--- src/rtl/magia_tile_run_ctrl.sv ---
// Run controller for one MAGIA tile: boot sequencing, passive AXI write sniffing
// for print/EOC decode, and run termination on EOC or timeout.
module magia_tile_run_ctrl #(
  parameter int unsigned ADDR_W         = 32,
  parameter int unsigned DATA_W         = 32,
  parameter int unsigned AW_FIFO_DEPTH  = 4,
  parameter int unsigned INIT_CYCLES    = 200,
  parameter int unsigned TIMEOUT_CYCLES = 0,
  parameter logic [ADDR_W-1:0] STDERR_ADDR = 32'hFFFF_0000,
  parameter logic [ADDR_W-1:0] STDOUT_ADDR = 32'hFFFF_0004,
  parameter logic [ADDR_W-1:0] EOC_ADDR    = 32'hCC03_0000
) (
  input  logic                clk_i,
  input  logic                rst_ni,
  input  logic                start_i,
  input  logic [31:0]         boot_addr_i,
  output logic [31:0]         boot_addr_o,
  output logic                fetch_enable_o,
  input  logic                aw_valid_i,
  input  logic                aw_ready_i,
  input  logic [ADDR_W-1:0]   aw_addr_i,
  input  logic                w_valid_i,
  input  logic                w_ready_i,
  input  logic                w_last_i,
  input  logic [DATA_W-1:0]   w_data_i,
  input  logic [DATA_W/8-1:0] w_strb_i,
  output logic                char_valid_o,
  output logic [7:0]          char_data_o,
  output logic                err_valid_o,
  output logic [31:0]         err_count_o,
  output logic                done_o,
  output logic [31:0]         exit_code_o,
  output logic                timeout_o,
  output logic                overflow_o,
  output logic                orphan_w_o
);

  localparam int unsigned STRB_W = DATA_W / 8;
  localparam int unsigned OFF_W  = $clog2(STRB_W);
  localparam int unsigned PTR_W  = $clog2(AW_FIFO_DEPTH);
  localparam logic [ADDR_W-1:0] ADDR_MASK = {ADDR_W{1'b1}} << OFF_W;
  localparam bit          TO_EN   = (TIMEOUT_CYCLES != 0);
  localparam logic [31:0] TO_LAST = TO_EN ? 32'(TIMEOUT_CYCLES - 1) : 32'd0;

  typedef enum logic [1:0] {S_IDLE, S_INIT, S_RUN, S_DONE} state_t;

  state_t      state_reg, state_next;
  logic [31:0] cnt_reg, cnt_next;

  logic [ADDR_W-1:0] fifo_mem [AW_FIFO_DEPTH];
  logic [PTR_W-1:0]  rd_ptr_reg, wr_ptr_reg;
  logic [PTR_W:0]    count_reg;
  logic              first_reg;

  logic [31:0] boot_addr_reg, err_count_reg, exit_code_reg;
  logic [7:0]  char_data_reg;
  logic        char_valid_reg, err_valid_reg, timeout_reg, overflow_reg, orphan_reg;

  logic fifo_empty, fifo_full, aw_hs, w_hs, bypass, w_paired, w_orphan;
  logic push_req, push, pop, drop;
  logic [ADDR_W-1:0] pair_addr, pair_addr_masked;
  logic dec_en, dec_stdout, dec_stderr, eoc_hit, timeout_hit;
  logic [7:0] char_sel;

  assign fifo_empty = (count_reg == '0);
  assign fifo_full  = (count_reg == (PTR_W+1)'(AW_FIFO_DEPTH));
  assign aw_hs      = aw_valid_i && aw_ready_i;
  assign w_hs       = w_valid_i && w_ready_i;
  assign bypass     = fifo_empty && aw_hs && w_hs;
  assign w_paired   = w_hs && (!fifo_empty || aw_hs);
  assign w_orphan   = w_hs && fifo_empty && !aw_hs;

  // A bypassed single-beat write is fully consumed; a bypassed burst start
  // still needs its address as the head for the remaining beats.
  assign pop      = w_paired && w_last_i && !fifo_empty;
  assign push_req = aw_hs && !(bypass && w_last_i);
  assign push     = push_req && (!fifo_full || pop);
  assign drop     = push_req && fifo_full && !pop;

  assign pair_addr        = fifo_empty ? aw_addr_i : fifo_mem[rd_ptr_reg];
  assign pair_addr_masked = pair_addr & ADDR_MASK;

  assign dec_en      = w_paired && first_reg && (state_reg == S_INIT || state_reg == S_RUN);
  assign dec_stdout  = dec_en && (pair_addr_masked == (STDOUT_ADDR & ADDR_MASK));
  assign dec_stderr  = dec_en && (pair_addr_masked == (STDERR_ADDR & ADDR_MASK));
  assign eoc_hit     = dec_en && (state_reg == S_RUN) &&
                       (pair_addr_masked == (EOC_ADDR & ADDR_MASK)) && (w_data_i[31:0] != 32'd0);
  assign timeout_hit = TO_EN && (state_reg == S_RUN) && (cnt_reg == TO_LAST);

  logic [7:0] data_bytes [STRB_W];
  for (genvar gi = 0; gi < STRB_W; gi++) begin : g_bytes
    assign data_bytes[gi] = w_data_i[8*gi +: 8];
  end

  // Walk from the top lane down so the lowest enabled lane wins.
  always_comb begin
    char_sel = 8'h00;
    for (int i = STRB_W - 1; i >= 0; i--) begin
      if (w_strb_i[i]) char_sel = data_bytes[i];
    end
  end

  always_comb begin
    state_next = state_reg;
    cnt_next   = cnt_reg;
    case (state_reg)
      S_IDLE: begin
        if (start_i) begin
          state_next = S_INIT;
          cnt_next   = 32'(INIT_CYCLES);
        end
      end
      S_INIT: begin
        if (cnt_reg == 32'd1) begin
          state_next = S_RUN;
          cnt_next   = 32'd0;
        end else begin
          cnt_next = cnt_reg - 32'd1;
        end
      end
      S_RUN: begin
        cnt_next = cnt_reg + 32'd1;
        if (eoc_hit || timeout_hit) state_next = S_DONE;
      end
      default: ;
    endcase
  end

  always_ff @(posedge clk_i) begin
    if (!rst_ni) begin
      state_reg <= S_IDLE;
      cnt_reg   <= 32'd0;
    end else begin
      state_reg <= state_next;
      cnt_reg   <= cnt_next;
    end
  end

  always_ff @(posedge clk_i) begin
    if (push) fifo_mem[wr_ptr_reg] <= aw_addr_i;
  end

  always_ff @(posedge clk_i) begin
    if (!rst_ni) begin
      rd_ptr_reg <= '0;
      wr_ptr_reg <= '0;
      count_reg  <= '0;
      first_reg  <= 1'b1;
    end else begin
      if (push) wr_ptr_reg <= wr_ptr_reg + 1'b1;
      if (pop)  rd_ptr_reg <= rd_ptr_reg + 1'b1;
      case ({push, pop})
        2'b10:   count_reg <= count_reg + 1'b1;
        2'b01:   count_reg <= count_reg - 1'b1;
        default: ;
      endcase
      if (w_paired) first_reg <= w_last_i;
    end
  end

  always_ff @(posedge clk_i) begin
    if (!rst_ni) begin
      boot_addr_reg  <= 32'd0;
      char_valid_reg <= 1'b0;
      char_data_reg  <= 8'h00;
      err_valid_reg  <= 1'b0;
      err_count_reg  <= 32'd0;
      exit_code_reg  <= 32'd0;
      timeout_reg    <= 1'b0;
      overflow_reg   <= 1'b0;
      orphan_reg     <= 1'b0;
    end else begin
      if (state_reg == S_IDLE && start_i) boot_addr_reg <= boot_addr_i;
      char_valid_reg <= dec_stdout && (|w_strb_i);
      if (dec_stdout && (|w_strb_i)) char_data_reg <= char_sel;
      err_valid_reg <= dec_stderr;
      if (dec_stderr) err_count_reg <= w_data_i[31:0];
      if (eoc_hit) begin
        exit_code_reg <= w_data_i[31:0];
      end else if (timeout_hit) begin
        exit_code_reg <= 32'hFFFF_FFFF;
        timeout_reg   <= 1'b1;
      end
      if (drop)     overflow_reg <= 1'b1;
      if (w_orphan) orphan_reg   <= 1'b1;
    end
  end

  assign boot_addr_o    = boot_addr_reg;
  assign fetch_enable_o = (state_reg == S_RUN);
  assign done_o         = (state_reg == S_DONE);
  assign char_valid_o   = char_valid_reg;
  assign char_data_o    = char_data_reg;
  assign err_valid_o    = err_valid_reg;
  assign err_count_o    = err_count_reg;
  assign exit_code_o    = exit_code_reg;
  assign timeout_o      = timeout_reg;
  assign overflow_o     = overflow_reg;
  assign orphan_w_o     = orphan_reg;

endmodule

--- config.mk ---
export PLATFORM = sky130hd
export DESIGN_NAME = magia_tile_run_ctrl
export DESIGN_NICKNAME = d
export VERILOG_FILES = /design/src/rtl/magia_tile_run_ctrl.sv
export SDC_FILE = /design/constraint.sdc
export NUM_CORES = 1
export LEC_CHECK = 0
export ABC_AREA = 1
export CORE_MARGIN = 4
export CORE_UTILIZATION = 42
export CTS_CLUSTER_DIAMETER = 40
export DETAILED_ROUTE_END_ITERATION = 8
export DONT_BUFFER_PORTS = 1
export SYNTH_ARGS = -nofsm -noshare
export SYNTH_HDL_FRONTEND = slang
export SYNTH_SLANG_ARGS = --single-unit
--- constraint.sdc ---
create_clock -name clk_i -period 4.74 [get_ports clk_i]
set_clock_uncertainty 0.15 [all_clocks]
set_input_delay 1.422 -clock clk_i [delete_from_list [all_inputs] [get_ports clk_i]]
set_output_delay 1.422 -clock clk_i [all_outputs]
set_load 0.05 [all_outputs]
==> results.cfg, run 1 <==
[placed_design]
dp_hpwl_mm = 22.6
routabilityCongestion = 0.880
portBuffers = 0
placed_area_um2 = 13100
dp_cells = 1979

[floorplan]
rows = 63
die_y_um = 183
ioPinCount = 219
die_w_um = 183
die-area_um2 = 33600
start_util_pct = 43.0
design.core.area_um2 = 30000

[logic_synthesis]
netlist_area_um2 = 12900
synthesis.instances = 1659
yosys_warnings = 0
async_flop_share_pct = 0
synth_top_flop_cell = dfxtp_1
ys_seq_area_share_pct = 51.6
ys_ff_latch = 272
synth_cell_types = 46
synth_enable_flop_cells = 120
synth_fp_nets = 1780
synth_area_per_cell_um2 = 7.77

[layout]
final_cells = 2059
syn_to_final_growth_pct = 13.0
stdcell_area_um2 = 14600
drive_gt1_share_pct = 6.41
layout_common_cells = nand2_1 (391), nor2_1 (291), inv_1 (161), dfxtp_1 (152), edfxtp_1 (120)
fin_nets = 1755
regMostFlops = fifo_mem
final_common_cell = nand2_1
largest_register_ffs = 120
antenna-diode-count = 0

[clocking]
clk_pin_slew_ps = 50
insertion_delay_ps = 530
cts-root-buf = clkbuf_16
postCtsResizedCells = 0
cts_tree = yes
ctsHoldBuffers = 0
cts_buffers = 43
cts_setup_buffers = 0
ctsLongestPathBuffers = 3
cts.htree.levels = 2
cts_sinks = 272

[worst_setup_path]
crit_type = flop to flop
cp-end-kind = flop
crit_arrival_ps = 3910
start_kind = flop
cp_data_required_time_ps = 5000
cp_max_fo = 35

[sta]
fmax_mhz = 274
fin_crit_ps = 3640
maxSlewViolCount = 0
rsz0062_at_grt = no
period_share_pct = 76.9
setup_viol = 0
slew_headroom_pct = 32.2
setup_tns_ps = 0
hold_viol = 0
tightest_slew_ps = 1020

[route]
dr_total_vias = 10472
drtPass1Iterations = 5
via_per_inst = 5.09
drtIter0Drc = 574
antenna_left = 0
routed_wl_mm = 32.9
wl_per_cell_um = 16.0
drc = 0

[min_path]
hold_path.class = flop to flop

[global_route]
grt_pass1_wl_mm = 52.5
track_usage_pct = 19.0
grt_max_degree = 106
grt_pass1_vias = 10120
antenna_found_initial = 0
grt_overflow = 0

[status]
status = finished, final reports clean

[run]
drv_cap = 0

[power_and_ir_drop]
power_leakage_nw = 5.84
power_w = 0.00757
ir_drop_v = 0.000334
cellPowerDensity_nw_per_um2 = 520
## kinds of logic (layout without fill, tap and decap cells)
group           count (synthesis)  in the layout  share of synthesized area (%)
compound gates                220            220                           9.04
xor+xnor                       20             20                           1.36
fa+ha+maj                      13             13                           1.32
buf+inv                       252            262                           8.11
flops                         272            272                           51.6
other cells                     1              1                         0.0291
simple gates                  881            881                           28.6
## layer usage
layer | vias up | GRT usage, % | wire length, µm
met5 | - | 0 | 0
met4 | 0 | 6.23 | 916
met3 | 69 | 5.47 | 2960
met2 | 344 | 31.2 | 15000
met1 | 4732 | 24.2 | 14000
li1 | 5327 | - | -
## cell type report
cell class                      instances  area [µm²]
Fill cell                            2922       15400
Sequential cell                       272        6650
Multi-Input combinational cell       1135        5210
Clock buffer                           49        1130
Inverter                              169         634
Tap cell                              390         488
Clock inverter                         31         354
Timing Repair Buffer                   13        97.6
## final timing paths
path / startpoint / end / slack [ps] / cells after the start
worst max-delay path: flop / state_reg[0] / 1100 / 14
worst max register to register: flop / state_reg[0] / 1100 / 14
worst min register to register: first_reg / first_reg / 320 / 2
worst min-delay path: first_reg / first_reg / 320 / 2
## report_power, final
part           internal [W]  switching (W)  total (W)
clock               0.00202        0.00115    0.00317
sequential          0.00260       0.000425    0.00303
combinational      0.000445       0.000933    0.00138
total               0.00506        0.00251    0.00757
## Yosys cell counts, drive strengths merged, types with 3 or more instances
cell type  instances  share of area [%]
ha                12                1.2
nand3b             6               0.35
inv              167                4.9
o22ai             10               0.49
dfxtp            152                 24
a31oi              3               0.15
nor2             301                9.1
nor3              13               0.54
nand2            393                 11
a32oi              6               0.41
a21oi             97                3.8
o21ai             96                3.7
nor4               4               0.19
or2               13               0.63
nand3            118                4.6
nand4             26                1.3
buf               44                2.0
xor2              18                1.2
edfxtp           120                 28
and3               5               0.24
clkbuf            39                1.1
## through the flow
step	utilization, %	hold WS [ps]	setup slack (ps)
after CTS	48.6	317	1030
after global routing	48.6	357	776
final	48.6	315	1100
after global placement	43.7	296	763
after detailed placement	43.7	306	755
after floorplan	-	283	776
## critical path, stage by stage (launching register included)
cell and delay (ps):
dfxtp_1 310, buf_4 370, inv_2 360, or2_1 310
o21ai_1 110, nand3_1 70, nand2_1 120, nand3_2 140
nor2_8 270, buf_4 310, nand2_2 460, nand2_1 320
nand3_1 100, nand2_1 70, nor2_1 40
(Power assumes the default switching activity.)
==> run 2: changes to the inputs <==
- ABC_AREA: 1 -> 0
- clock period: 4.74 -> 3.5 ns (I/O delays scaled with it)
==> run 2 against run 1 <==
- critical path depth decreased by 6
- critical path type unchanged
- critical endpoint is now err_count_o[18]
- synthesized area decreased by 7.4%
- register-to-register slack got worse by 910 ps
- die area decreased by 7.0%
==> results.cfg, run 2 <==
[power_and_ir_drop]
power_leakage_nw = 4.62
p_int_w = 0.00682
cellPowerDensity_nw_per_um2 = 736
ir_drop_v = 0.000392
seq_power_share_pct = 37.9
swShare_pct = 33.2
power.net_switching_w = 0.00339
combPwrFrac_pct = 21.3
clock_power_share_pct = 40.8

[worst_setup_path]
cpPeakStageDelay_ps = 510
crit_type = flop to flop
crit_arrival_ps = 3560
crit_buf_inv = 2
cp_data_required_time_ps = 3750
path_depth = 8
cp_top_family = multiplexers
r2r_cells = 8
slowest_stage = mux4_2
start_kind = flop
cp-end-kind = flop
crit_chain = buf_4 > mux4_2 > or4_1 > a211o_1 > a2111oi_4 > buf_12 > mux2i_1 > nor2_1
cp_max_fo = 32
rrSetupSlack_ps = 190

[route]
drc = 0
wl_per_cell_um = 20.0
drtIter0Drc = 567
drtPass1Iterations = 5
via_per_inst = 5.68
routed_wl_mm = 31.2
dr_total_vias = 8877
antenna_left = 0

[clocking]
cts_buffers = 40
clk_pin_slew_ps = 60
ctsLongestPathBuffers = 3
ctsHoldBuffers = 0
insertion_delay_ps = 540
cts.htree.levels = 2
cts_sinks = 272
cts-root-buf = clkbuf_16
cts_setup_buffers = 0
cts_tree = yes

[sta]
period_share_pct = 94.7
maxSlewViolCount = 0
fmax_mhz = 302
rsz0062_at_grt = no
hold_viol = 0
slew_headroom_pct = 46.4
tightest_slew_ps = 805
setup_tns_ps = 0
hold_slack_ps = 334
fin_crit_ps = 3310
setup_viol = 0

[logic_synthesis]
synth_enable_flop_cells = 120
synth_cell_types = 74
synth_common_cells = nand2_1 (162), dfxtp_1 (152), nor2_1 (124), edfxtp_1 (120), mux2i_1 (78)
yosysTopAreaCell = edfxtp_1
async_flop_share_pct = 0
synthesis.instances = 1145
synth_top_family_by_area = simple AND/OR/NAND/NOR gates
synth_top_flop_cell = dfxtp_1
synth_compound_area_share_pct = 11.8
synthMuxAreaShare_pct = 8.83
yosysMostFrequentCell = nand2_1
synth_top_area_share_pct = 30.2
ys_ff_latch = 272
synth_area_per_cell_um2 = 10.4
yosys.area_share.simple_pct = 17.8
ys_seq_area_share_pct = 55.7
yosys_warnings = 0
synth-xor-area-share_pct = 1.03
synth_fp_nets = 1266
netlist_area_um2 = 11900
synthTopCellsByArea = edfxtp_1 (30%), dfxtp_1 (25%), mux2i_1 (6.5%)
yosys.area_share.adder_pct = 1.43

[layout]
final_common_cell = nand2_1
multi_input_area_um2 = 4890
syn_to_final_growth_pct = 16.2
layout_common_cells = nand2_1 (162), dfxtp_1 (151), nor2_1 (124), edfxtp_1 (120), mux2i_1 (78)
fillers = 2584
seq_area_um2 = 6650
regMostFlops = fifo_mem
largest_register_ffs = 120
antenna-diode-count = 0
stdcell_area_um2 = 13900
drive_gt1_share_pct = 11.6
fin_nets = 1274

[floorplan]
rows = 61
die_w_um = 177
die-area_um2 = 31200
die_y_um = 177
start_util_pct = 42.7
ioPinCount = 219
design.core.area_um2 = 27900

[min_path]
min_path_cells = 2
hold_path.class = flop to flop

[global_route]
track_usage_pct = 19.3
antenna_found_initial = 0
grt_pass1_vias = 8559
grt_pass1_wl_mm = 48.7
grt_overflow = 0
grt_max_degree = 70

[placed_design]
placed_area_um2 = 12400
routabilityCongestion = 0.834
portBuffers = 0
dp_hpwl_mm = 21.5

[status]
status = finished, final reports clean

[run]
drv_cap = 0
[run 2: changes by cell type after synthesis, sizes merged, moves of 13 or more]
| cell | previous run | this run |
|---|---|---|
| mux2i | 0 | 78 |
| nor2 | 301 | 124 |
| xor2 | 18 | 5 |
| nor3 | 13 | 26 |
| clkbuf | 39 | 62 |
| nand2 | 393 | 162 |
| nor4 | 4 | 30 |
| buf | 44 | 11 |
| a21oi | 97 | 71 |
| inv | 167 | 18 |
| o21ai | 96 | 40 |
| nand3 | 118 | 24 |
[run 2: worst paths after layout]
| check | from | to |
|---|---|---|
| max reg2reg | flop | err_count_o[18] |
| min | first_reg | first_reg |
| max | flop | err_count_o[18] |
| min reg2reg | first_reg | first_reg |
[run 2: routing by layer]
layer	share of wire (%)	vias to the layer above	track usage, %
met2	48	286	30.8
met4	2.5	0	5.96
met5	0	-	0
li1	-	4247	-
met3	7.4	62	5.48
met1	42	4282	25.7
[run 2: timing repair]
action | in CTS | in global routing
resized for setup | 0 | 1
endpoints found under the hold margin | 0 | 0
setup endpoints to repair | 0 | 62
[run 2: worst register-to-register path, stage by stage, from the launching register on]
cell and delay, ps:
dfxtp_2 430, buf_4 230, mux4_2 520, or4_1 510, a211o_1 430, a2111oi_4 300
buf_12 300, mux2i_1 250, nor2_1 50
[run 2: through the flow]
step	util [%]	setup WS, ps	instances	total power (W)
2_1_floorplan	-	338	1145	0.00543
4_1_cts	49.7	48.2	1563	0.0103
5_1_grt	49.7	49.6	1563	0.0107
3_3_place_gp	44.5	87.5	1489	0.00605
3_5_place_dp	44.5	72.4	1489	0.00608
6_report	49.7	186	1563	0.0102
[run 2: power by group through the flow]
| stage | Combinational, W | Clock, W | Sequential [W] |
|---|---|---|---|
| global route | 0.00240 | 0.00441 | 0.00388 |
| global placement | 0.00213 | 0 | 0.00393 |
| detailed placement | 0.00215 | 0 | 0.00393 |
| CTS | 0.00216 | 0.00426 | 0.00386 |
| floorplan | 0.00159 | 0 | 0.00385 |
| finish | 0.00218 | 0.00417 | 0.00386 |
[run 2: kinds of logic (layout without fill, tap and decap cells)]
group                    count (synthesis)  count (layout)
AO/OA/AOI/OAI                          211             211
XOR/XNOR                                14              14
adder cells (fa/ha/maj)                 13              13
buffers and inverters                   92             132
flip-flops                             272             272
multiplexers                            90              90
other                                    1               1
AND/OR/NAND/NOR                        452             452
[run 2: final cells by class]
type,count,area share (%)
Tap cell,378,3.41
Multi-Input combinational cell,781,35.3
Clock buffer,44,7.47
Sequential cell,272,47.9
Clock inverter,30,2.88
Inverter,19,0.523
Timing Repair Buffer,39,2.56
